===== src/rtl/dmem_arbiter_if.sv =====
// Request/grant/read-return bundle between the two memory requesters (CPU port A, debug port B) and the arbiter.
// Commands are held by the requester until the matching gnt is seen high at a clock edge.
interface dmem_arbiter_if;
  logic       a_req;
  logic       a_we;
  logic [7:0] a_addr;
  logic [7:0] a_wdata;
  logic       a_gnt;
  logic       a_rvalid;
  logic [7:0] a_rdata;

  logic       b_req;
  logic       b_we;
  logic [7:0] b_addr;
  logic [7:0] b_wdata;
  logic       b_lock;
  logic       b_gnt;
  logic       b_rvalid;
  logic [7:0] b_rdata;

  modport master (
    output a_req, a_we, a_addr, a_wdata,
    output b_req, b_we, b_addr, b_wdata, b_lock,
    input  a_gnt, a_rvalid, a_rdata,
    input  b_gnt, b_rvalid, b_rdata
  );

  modport slave (
    input  a_req, a_we, a_addr, a_wdata,
    input  b_req, b_we, b_addr, b_wdata, b_lock,
    output a_gnt, a_rvalid, a_rdata,
    output b_gnt, b_rvalid, b_rdata
  );
endinterface


===== src/rtl/dmem_arbiter.sv =====
// Round-robin arbiter for a single-port 256x8 memory with a bounded burst lock on port B.
// Grant is combinational (0 wait uncontended); read data returns one cycle after grant; losers simply hold their request.
module dmem_arbiter #(
  parameter int unsigned LOCK_MAX = 16
) (
  input  logic           clk,
  input  logic           reset,
  dmem_arbiter_if.slave  bus,
  output logic           mem_write_en,
  output logic [7:0]     mem_addr,
  output logic [7:0]     mem_data_in,
  input  logic [7:0]     mem_data_out
);

  localparam logic [7:0] LOCK_LIM = 8'(LOCK_MAX);

  logic       last_b;
  logic [7:0] lock_cnt;
  logic [1:0] rd_owner;

  logic       a_gnt;
  logic       b_gnt;
  logic       lock_active;
  logic       a_rvalid;
  logic       b_rvalid;

  always_comb begin
    a_gnt       = 1'b0;
    b_gnt       = 1'b0;
    lock_active = bus.b_lock && last_b && (lock_cnt < LOCK_LIM);
    if (!reset) begin
      if (bus.a_req && bus.b_req) begin
        // Under contention B wins either by holding a live lock or by round-robin turn.
        if (lock_active || !last_b) begin
          b_gnt = 1'b1;
        end else begin
          a_gnt = 1'b1;
        end
      end else begin
        a_gnt = bus.a_req;
        b_gnt = bus.b_req;
      end
    end
  end

  always_comb begin
    mem_write_en = 1'b0;
    mem_addr     = bus.a_addr;
    mem_data_in  = bus.a_wdata;
    if (b_gnt) begin
      mem_write_en = bus.b_we;
      mem_addr     = bus.b_addr;
      mem_data_in  = bus.b_wdata;
    end else if (a_gnt) begin
      mem_write_en = bus.a_we;
    end
  end

  always_ff @(posedge clk) begin
    if (reset) begin
      last_b   <= 1'b1;
      lock_cnt <= 8'd0;
      rd_owner <= 2'b00;
    end else begin
      if (a_gnt) begin
        last_b <= 1'b0;
      end else if (b_gnt) begin
        last_b <= 1'b1;
      end

      // Only a locked B grant following a B grant extends the run; it saturates when A is idle.
      if (b_gnt && bus.b_lock && last_b) begin
        lock_cnt <= (lock_cnt < LOCK_LIM) ? lock_cnt + 8'd1 : lock_cnt;
      end else begin
        lock_cnt <= 8'd0;
      end

      rd_owner <= {b_gnt && !bus.b_we, a_gnt && !bus.a_we};
    end
  end

  // Reset masks the return path so a read granted just before reset never reports.
  assign a_rvalid = rd_owner[0] && !reset;
  assign b_rvalid = rd_owner[1] && !reset;

  assign bus.a_gnt    = a_gnt;
  assign bus.b_gnt    = b_gnt;
  assign bus.a_rvalid = a_rvalid;
  assign bus.b_rvalid = b_rvalid;
  assign bus.a_rdata  = a_rvalid ? mem_data_out : 8'd0;
  assign bus.b_rdata  = b_rvalid ? mem_data_out : 8'd0;

endmodule


===== src/flat_wrapper.sv =====
// flat-port wrapper written by rule: the top's interface ports become plain ports
module dmem_arbiter_flat 
#(
  parameter int unsigned LOCK_MAX = 16
)
  (clk, reset, mem_write_en, mem_addr, mem_data_in, mem_data_out, bus_a_req, bus_a_we, bus_a_addr, bus_a_wdata, bus_b_req, bus_b_we, bus_b_addr, bus_b_wdata, bus_b_lock, bus_a_gnt, bus_a_rvalid, bus_a_rdata, bus_b_gnt, bus_b_rvalid, bus_b_rdata);
  dmem_arbiter_if bus_i ();
  input  logic clk;
  input  logic reset;
  output logic mem_write_en;
  output logic [7:0] mem_addr;
  output logic [7:0] mem_data_in;
  input  logic [7:0] mem_data_out;
  input wire logic [$bits(bus_i.a_req)-1:0] bus_a_req;
  input wire logic [$bits(bus_i.a_we)-1:0] bus_a_we;
  input wire logic [$bits(bus_i.a_addr)-1:0] bus_a_addr;
  input wire logic [$bits(bus_i.a_wdata)-1:0] bus_a_wdata;
  input wire logic [$bits(bus_i.b_req)-1:0] bus_b_req;
  input wire logic [$bits(bus_i.b_we)-1:0] bus_b_we;
  input wire logic [$bits(bus_i.b_addr)-1:0] bus_b_addr;
  input wire logic [$bits(bus_i.b_wdata)-1:0] bus_b_wdata;
  input wire logic [$bits(bus_i.b_lock)-1:0] bus_b_lock;
  output wire logic [$bits(bus_i.a_gnt)-1:0] bus_a_gnt;
  output wire logic [$bits(bus_i.a_rvalid)-1:0] bus_a_rvalid;
  output wire logic [$bits(bus_i.a_rdata)-1:0] bus_a_rdata;
  output wire logic [$bits(bus_i.b_gnt)-1:0] bus_b_gnt;
  output wire logic [$bits(bus_i.b_rvalid)-1:0] bus_b_rvalid;
  output wire logic [$bits(bus_i.b_rdata)-1:0] bus_b_rdata;
  assign bus_i.a_req = bus_a_req;
  assign bus_i.a_we = bus_a_we;
  assign bus_i.a_addr = bus_a_addr;
  assign bus_i.a_wdata = bus_a_wdata;
  assign bus_i.b_req = bus_b_req;
  assign bus_i.b_we = bus_b_we;
  assign bus_i.b_addr = bus_b_addr;
  assign bus_i.b_wdata = bus_b_wdata;
  assign bus_i.b_lock = bus_b_lock;
  assign bus_a_gnt = bus_i.a_gnt;
  assign bus_a_rvalid = bus_i.a_rvalid;
  assign bus_a_rdata = bus_i.a_rdata;
  assign bus_b_gnt = bus_i.b_gnt;
  assign bus_b_rvalid = bus_i.b_rvalid;
  assign bus_b_rdata = bus_i.b_rdata;
  dmem_arbiter #(.LOCK_MAX(LOCK_MAX)) u_core (.clk(clk), .reset(reset), .bus(bus_i), .mem_write_en(mem_write_en), .mem_addr(mem_addr), .mem_data_in(mem_data_in), .mem_data_out(mem_data_out));
endmodule

===== config.mk =====
export PLATFORM = sky130hd
export DESIGN_NAME = dmem_arbiter_flat
export DESIGN_NICKNAME = d
export VERILOG_FILES = /design/src/rtl/dmem_arbiter_if.sv /design/src/rtl/dmem_arbiter.sv /design/src/flat_wrapper.sv
export SDC_FILE = /design/constraint.sdc
export NUM_CORES = 1
export LEC_CHECK = 0
export BUFFER_PORTS_ARGS = -buffer_cell sky130_fd_sc_hd__buf_2
export CORE_AREA = 2 2 60 62
export DETAILED_ROUTE_END_ITERATION = 8
export DIE_AREA = 0 0 62 64
export PLACE_DENSITY_LB_ADDON = 0.3
export RECOVER_POWER = 50
export SLEW_MARGIN = 20
export SYNTH_ARGS = -nofsm -noshare
export SYNTH_HDL_FRONTEND = slang
export SYNTH_SLANG_ARGS = --single-unit
export TNS_END_PERCENT = 30

===== constraint.sdc =====
create_clock -name clk -period 4.3 [get_ports clk]
set_clock_uncertainty 0.1 [all_clocks]
set_input_delay 0.43 -clock clk [delete_from_list [all_inputs] [get_ports clk]]
set_output_delay 0.43 -clock clk [all_outputs]
set_load 0.005 [all_outputs]

==> results of run 1 <==
==> state kept, by name, indices dropped and copies added, names as in the netlist <==
signal / flops
u_core.last_b: 1
u_core.rd_owner: 2
u_core.lock_cnt: 8
==> worst max-delay path by stage <==
stage	startpoint	endpoint	slack, ns	depth (start not counted)
2_1_floorplan	u_core.lock_cnt[4]	mem_data_in[0]	2.11	5
3_3_place_gp	u_core.lock_cnt[4]	mem_addr[2]	1.81	5
3_5_place_dp	u_core.lock_cnt[4]	mem_addr[2]	1.75	5
4_1_cts	u_core.lock_cnt[4]	mem_addr[2]	1.44	5
5_1_grt	u_core.lock_cnt[4]	mem_addr[2]	1.28	5
6_report	u_core.lock_cnt[4]	mem_addr[2]	1.48	5
==> final cells by class <==
| type | count | area (um2) | area share |
|---|---|---|---|
| multi-input cells | 66 | 537 | 0.423 |
| repair buffers | 83 | 412 | 0.325 |
| flip-flops and latches | 11 | 220 | 0.174 |
| well taps | 46 | 57.6 | 0.0454 |
| clock buffers | 4 | 26.3 | 0.0207 |
| inverters | 4 | 15.0 | 0.0118 |
==> per-stage QoR <==
step                      utilization  hold slack (ns)
after floorplan                     -            0.348
after global placement          0.379            0.364
after detailed placement        0.379            0.378
after CTS                       0.387            0.219
after global routing            0.386            0.220
final                           0.386            0.229
==> Yosys cell counts, drive strengths merged (2+ instances only) <==
library cell | n | area [um2]
a21oi | 2 | 10.0
and2 | 16 | 100
clkbuf | 2 | 7.51
dfxtp | 11 | 220
inv | 4 | 15.0
mux2 | 16 | 206
nand2 | 5 | 21.3
nand2b | 2 | 12.5
nor2 | 8 | 30.0
nor2b | 4 | 25.0
xor2 | 2 | 17.5
==> worst reg2reg max path, delay by kind of cell, from the launching register on <==
family / cells / cell delay, ns
AND/OR/NAND/NOR: 3 / 0.76
flip-flops: 1 / 0.34
AO/OA/AOI/OAI: 1 / 0.59
==> logic make-up after synthesis <==
group	synth area share
AND/OR/NAND/NOR	0.286
multiplexers	0.258
flip-flops	0.275
AO/OA/AOI/OAI	0.0782
buffers and inverters	0.0532
XOR/XNOR	0.0329
adder cells (fa/ha/maj)	0.0156
==> layer usage <==
layer  routed length (um)  vias to the layer above  part of all wire
li1                     -                      452                 -
met1                  811                      382              0.35
met2                 1230                       63              0.53
met3                  239                        5              0.10
met4                   45                        0             0.019
met5                    0                        -                 0
==> where the power goes <==
| part | leakage, nW | switching [mW] | internal (mW) | total, mW |
|---|---|---|---|---|
| logic | 0.553 | 0.0269 | 0.0441 | 0.0711 |
| clock network | 0.0150 | 0.0333 | 0.0359 | 0.0692 |
| registers | 0.0892 | 0.00159 | 0.104 | 0.105 |
| total | 0.657 | 0.0619 | 0.184 | 0.246 |
==> results.cfg, run 1 <==
[global_routing]
busiest_layer = met2
grt_pass1_wl_mm = 3.42
grt_use_met2 = 0.230
grt_max_degree = 20
first_global_vias = 834
use_met3 = 0.0182
grtUsageMet1 = 0.104
grtUsageTotal = 0.116
grt_overflow_total = 0
antenna_found_initial = 0

[timing]
post-route-period-util = 0.657
finalCriticalPeriod_ns = 2.82
rsz0062_at_grt = false
worst_pin_slew_ns = 0.669
fin_ws_ns = 1.48
setup_viol = 0
finalSetupTns_ns = 0
hold_violations = 0
fmax_mhz = 354
drv_slew = 0
slew_headroom = 0.554

[setup_path]
reg2regPathDepth = 4
required_ns = 3.77
critPathKind = flip-flop to output port
crit_path_max_fanout = 19
reg2reg_to = u_core.rd_owner[1]
reg2reg_from = u_core.lock_cnt[4]
crit_family = compound AO/OA/AOI/OAI gates
worst-r2r-setup-slack_ns = 2.45
cp_cell_sequence = nor4_4, nand2_2, a31oi_4, mux2_2, buf_2
slowest_delay_ns = 0.59
cp.arrival_ns = 2.29
critPathLaunchType = flip-flop
critPathCaptureType = output port
crit_path_top_delay_cell = a31oi_4
path_buf_inv = 1

[power]
ir_drop_mv = 0.0815
finalPower_mw = 0.246
power-per-cell-area_nw_per_um2 = 194
p_leak_nw = 0.657

[yosys]
synth_cells = 84
yosys_warnings = 0
synth_fp_nets = 132
synth_edf_count = 0
ys_seq_area_frac = 0.275
synth_area_um2 = 800
synth_cell_types = 25
ys.flop_type = dfxtp_1
ys_ff_latch = 11
syn_area_per_cell_um2 = 9.52
async_flop_share = 0

[final_layout]
design_area_um2 = 1270
fill_cells = 340
final_nets = 217
fin_cells = 214
final_cell_mix = buf_2 (79), dfxtp_1 (11), and2_0 (9), mux2_2 (9), nor2_1 (8)
final_common_cell = buf_2
drive_gt1_frac = 0.607
syn2layout_area_growth_pct = 58.5
diodes = 0

[clock_tree]
cts.sinks = 11
clk_pin_slew_ns = 0.07
numCtsBuffers = 3
clk_latency_ns = 0.26
cts_buffer_depth = 2
cts_tree = done
cts_root_buf = clkbuf_4
cts_max_level = 1
ctsHoldBuffers = 0
postCtsSetupBuffers = 0
ctsResizeCount = 0

[route]
drc_errors = 0
num_vias = 902
wl_mm = 2.33
viasPerCell = 4.21
ant_nets = 0
dr.pass1.iters = 2
routedWlPerCell_um = 10.9
first_iter_violations = 6

[die]
start_util = 0.243
die-area_um2 = 3970
rows = 21
die_x_um = 62
die_h_um = 64
ios = 84
core_area_um2 = 3280

[place]
dp.cells = 210
post-place-ws_ns = 1.75
gp_congestion = 0.729
portBuffers = 83
dp.final_hpwl_mm = 2.01
placed_area_um2 = 1240

[job]
drv_cap = 0

[hold_path]
worstHoldStart = bus_b_we
whs_path_depth = 2
min_to = u_core.rd_owner[1]
hp-class = primary input to flip-flop

[run_status]
outcome = complete, no violations
Note: power is estimated with default switching activity, not from simulation.
==> run 2: changes to the inputs <==
==> constraint.sdc (replaced) <==
create_clock -name clk -period 2.87 [get_ports clk]
set_clock_uncertainty 0.1 [all_clocks]
set_input_delay 0.287 -clock clk [delete_from_list [all_inputs] [get_ports clk]]
set_output_delay 0.287 -clock clk [all_outputs]
set_load 0.005 [all_outputs]
==> run 2 against run 1 <==
Die area unchanged. Via count down 1.1%. Global-route usage down 0.34 points. Combinational power up 50%. Critical path type unchanged. Wire length down 3.1%.
==> results.cfg, run 2 (same netlist as run 1, synthesis figures left out) <==
[setup_path]
required_ns = 2.48
slowest_delay_ns = 0.58
path_buf_inv = 1
reg2reg_to = u_core.rd_owner[1]
crit_path_top_delay_cell = a31oi_4
critPathKind = flip-flop to output port
reg2reg_from = u_core.lock_cnt[4]
crit_family = compound AO/OA/AOI/OAI gates
critPathCaptureType = output port
cp_cell_sequence = nor4_4, nand2_2, a31oi_4, mux2_2, buf_2
reg2regPathDepth = 5
cp.arrival_ns = 2.29
worst-r2r-setup-slack_ns = 0.89
cp.depth = 5
critPathLaunchType = flip-flop
crit_path_max_fanout = 17

[clock_tree]
numCtsBuffers = 3
clk_pin_slew_ns = 0.07
ctsHoldBuffers = 0
cts_tree = done
ctsResizeCount = 0
clk_latency_ns = 0.27
cts_buffer_depth = 2
cts_root_buf = clkbuf_4
postCtsSetupBuffers = 0
cts.sinks = 11
cts_max_level = 1

[final_layout]
post-route-util = 0.389
fill_cells = 328
final_cell_mix = buf_2 (81), dfxtp_1 (11), and2_0 (10)
largest_register_ffs = 8
final_common_cell = buf_2
final_nets = 218
syn2layout_area_growth_pct = 59.6
reg_top3 = u_core.lock_cnt x8, u_core.rd_owner x2, u_core.last_b x1
drive_gt1_frac = 0.615
largest_register = u_core.lock_cnt
design_area_um2 = 1280
fin_cells = 215
diodes = 0

[place]
placed_area_um2 = 1250
gp_congestion = 0.741
portBuffers = 83
dp.cells = 211
dp.final_hpwl_mm = 1.97

[hold_path]
min_to = u_core.rd_owner[1]
whs_path_depth = 2
worstHoldStart = bus_b_we
hp-class = primary input to flip-flop

[timing]
hold_violations = 0
setup_viol = 0
rsz0062_at_grt = false
fmax_mhz = 373
finalCriticalPeriod_ns = 2.68
worst_pin_slew_ns = 0.654
drv_slew = 0
slew_headroom = 0.564
finalSetupTns_ns = 0
post-route-period-util = 0.934

[route]
drc_errors = 0
dr.pass1.iters = 4
ant_nets = 0
wl_mm = 2.25
num_vias = 892
viasPerCell = 4.15
routedWlPerCell_um = 10.5
first_iter_violations = 19

[global_routing]
grt_max_degree = 18
grtUsageTotal = 0.112
first_global_vias = 855
grt_overflow_total = 0
grt_pass1_wl_mm = 3.37
antenna_found_initial = 0

[power]
ir_drop_mv = 0.108
finalPower_mw = 0.373
p_leak_nw = 0.667
power-per-cell-area_nw_per_um2 = 292

[die]
die-area_um2 = 3970
die_x_um = 62
core_area_um2 = 3280
start_util = 0.243
die_h_um = 64
ios = 84
rows = 21

[run_status]
outcome = complete, no violations

[job]
drv_cap = 0
run 2: worst max path at each step:
stage / from / end / slack (ns)
after floorplan: u_core.lock_cnt[4] / mem_data_in[0] / 0.82
after global placement: u_core.lock_cnt[4] / mem_data_in[7] / 0.55
after detailed placement: u_core.lock_cnt[4] / mem_addr[3] / 0.48
after CTS: u_core.lock_cnt[4] / mem_addr[3] / 0.18
after global routing: u_core.lock_cnt[4] / mem_addr[1] / 0.07
final: u_core.lock_cnt[4] / mem_addr[3] / 0.19
run 2: area by class of cell:
cell class	count	area [um2]	area share
sequential	11	220	0.173
inverter	4	15.0	0.0118
timing repair buffer	84	420	0.329
clock buffer	4	26.3	0.0206
multi-input combinational	66	537	0.421
tap	46	57.6	0.0451
run 2: layer usage:
layer	wire, um	track usage
met2	1190	0.232
met1	743	0.0895
met4	44	0.0479
met5	0	0
met3	281	0.0283
run 2: worst register-to-register path, cell delays in order, from the launching register on:
cell and delay [ns]:
dfxtp_1 0.34, nor4_4 0.45, nand2_2 0.12, a31oi_4 0.58, buf_4 0.23, nor2b_1 0.11
run 2: metrics by stage:
stage | hold WS (ns) | setup WS, ns
floorplan | 0.259 | 0.823
global placement | 0.362 | 0.548
detailed placement | 0.367 | 0.483
CTS | 0.0731 | 0.175
global route | 0.0803 | 0.0669
finish | 0.0780 | 0.191
run 2: power by group:
| part | leakage [nW] | total [mW] | switching, mW | internal, mW |
|---|---|---|---|---|
| registers | 0.0892 | 0.158 | 0.00235 | 0.155 |
| logic | 0.563 | 0.107 | 0.0404 | 0.0670 |
| clock network | 0.0150 | 0.108 | 0.0542 | 0.0538 |
| total | 0.667 | 0.373 | 0.0970 | 0.276 |
==> run 3: changes to the inputs <==
--- a/config.mk
+++ b/config.mk
@@ -6,9 +6,11 @@
 export NUM_CORES = 1
 export LEC_CHECK = 0
 export BUFFER_PORTS_ARGS = -buffer_cell sky130_fd_sc_hd__buf_2
-export CORE_AREA = 2 2 60 62
+export CELL_PAD_IN_SITES_DETAIL_PLACEMENT = 0
+export CELL_PAD_IN_SITES_GLOBAL_PLACEMENT = 1
+export CORE_AREA = 2 2 64 66
 export DETAILED_ROUTE_END_ITERATION = 8
-export DIE_AREA = 0 0 62 64
+export DIE_AREA = 0 0 66 68
 export PLACE_DENSITY_LB_ADDON = 0.3
 export RECOVER_POWER = 50
 export SLEW_MARGIN = 20
==> run 3 against run 2 <==
Total power rose by 13%. Non-clock buffer count unchanged. Combinational power is essentially flat. Final cell count grew 1.9%. Hold slack gained 0.041 ns. Via count up 1.9%. Utilization down 5.1 points. First-iteration DRC count is 53% lower. Setup slack better by 0.20 ns. Critical path depth increased by 1. Sequential share of layout area is 0.32 points lower. Critical path type unchanged. Critical endpoint is now mem_addr[5]. Largest cell class unchanged.
==> results.cfg, run 3 (same netlist as run 1, synthesis figures left out) <==
[run_status]
outcome = complete, no violations

[final_layout]
syn2layout_area_growth_pct = 62.6
diodes = 0
final_common_cell = buf_2
final_nets = 218
largest_register_ffs = 8
largest_register = u_core.lock_cnt
reg_top3 = u_core.lock_cnt x8, u_core.rd_owner x2, u_core.last_b x1
post-route-util = 0.337
fill_cells = 419
drive_gt1_frac = 0.615
final_cell_mix = buf_2 (80), dfxtp_1 (11), and2_0 (10)

[setup_path]
crit_path_max_fanout = 19
crit_path_top_delay_cell = nor4_4
critPathLaunchType = flip-flop
reg2reg_from = u_core.lock_cnt[4]
critPathCaptureType = output port
reg2regPathDepth = 3
cp.arrival_ns = 2.09
required_ns = 2.48
cp_cell_sequence = nor4_4, nand2_2, a31oi_4, buf_4, mux2_2, buf_2
worst-r2r-setup-slack_ns = 1.20
slowest_delay_ns = 0.43
critPathKind = flip-flop to output port
endpoint = mem_addr[5]
reg2reg_to = u_core.lock_cnt[1]
startpoint = u_core.lock_cnt[4]

[die]
die_x_um = 66
ios = 84
die_h_um = 68
rows = 23
core_area_um2 = 3860
start_util = 0.207
die-area_um2 = 4490

[global_routing]
grt_max_degree = 20
antenna_found_initial = 0
first_global_vias = 775
grt_overflow_total = 0
grt_use_met2 = 0.153
use_met3 = 0.0444
grtUsageTotal = 0.0933
busiest_layer = met2
grtUsageMet1 = 0.105
grt_pass1_wl_mm = 3.17

[timing]
hold_violations = 0
holdWs_ns = 0.119
finalCriticalPeriod_ns = 2.48
setup_viol = 0
rsz0062_at_grt = false
slew_headroom = 0.695
fin_ws_ns = 0.391
post-route-period-util = 0.864
worst_pin_slew_ns = 0.457
fmax_mhz = 403
drv_slew = 0
finalSetupTns_ns = 0

[hold_path]
hp-class = primary input to flip-flop

[route]
wl_mm = 2.27
dr.pass1.iters = 2
drc_errors = 0
ant_nets = 0
viasPerCell = 4.15
num_vias = 909
first_iter_violations = 9
routedWlPerCell_um = 10.4

[power]
power-per-cell-area_nw_per_um2 = 325
finalPower_mw = 0.423
p_leak_nw = 0.673
ir_drop_mv = 0.190

[clock_tree]
clk_pin_slew_ns = 0.05
ctsResizeCount = 0
cts_buffer_depth = 2
ctsHoldBuffers = 0
postCtsSetupBuffers = 0
cts_tree = done
cts.sinks = 11
cts_root_buf = clkbuf_8
numCtsBuffers = 3
cts_max_level = 1
clk_latency_ns = 0.24

[place]
gp_congestion = 0.671
post-place-ws_ns = 0.629
dp.final_hpwl_mm = 1.97
portBuffers = 83

[job]
drv_cap = 0
==> run 3: cell types whose count changed in the layout (fill, tap and decap cells not counted), sizes merged <==
cell    delta
buf        -1
clkinv     +1
==> run 3: where the power goes <==
part           total [mW]  switching [mW]  internal [mW]
clock               0.157          0.0611         0.0956
combinational       0.108          0.0408         0.0668
sequential          0.158         0.00245          0.156
==> run 3: critical path: cells and delay by family (launching register included) <==
kind,cells,cell delay (ns)
AND/OR/NAND/NOR,2,0.55
AO/OA/AOI/OAI,1,0.18
buffers and inverters,2,0.41
flip-flops,1,0.33
multiplexers,1,0.37
==> run 3: per-stage QoR <==
step | std cells | instance area [um2]
after detailed placement | 215 | 1260
final | 219 | 1300
after floorplan | 84 | 800
after global placement | 215 | 1260
after CTS | 219 | 1300
after global routing | 219 | 1300
==> run 3: worst min-delay path by stage <==
stage | start | end | slack [ns] | cells past startpoint
after floorplan | bus_a_we | u_core.rd_owner[0] | 0.26 | 1
after global placement | bus_b_we | u_core.rd_owner[1] | 0.36 | 2
after detailed placement | u_core.lock_cnt[6] | u_core.lock_cnt[6] | 0.37 | 2
after CTS | bus_b_we | u_core.rd_owner[1] | 0.11 | 2
after global routing | bus_a_we | u_core.rd_owner[0] | 0.11 | 2
final | bus_b_we | u_core.rd_owner[1] | 0.12 | 2
==> run 3: area by class of cell <==
class / instances / area, um2 / share of cell area
Clock buffer: 3 / 41.3 / 0.0318
Clock inverter: 1 / 5.00 / 0.00385
Inverter: 4 / 15.0 / 0.0115
Multi-Input combinational cell: 66 / 537 / 0.413
Sequential cell: 11 / 220 / 0.169
Tap cell: 50 / 62.6 / 0.0481
Timing Repair Buffer: 84 / 419 / 0.322
==> run 3: layer usage <==
layer  part of all wire  up-vias
met5                  0        -
met3               0.14        3
li1                   -      453
met2               0.47       59
met1               0.38      394
met4             0.0071        0
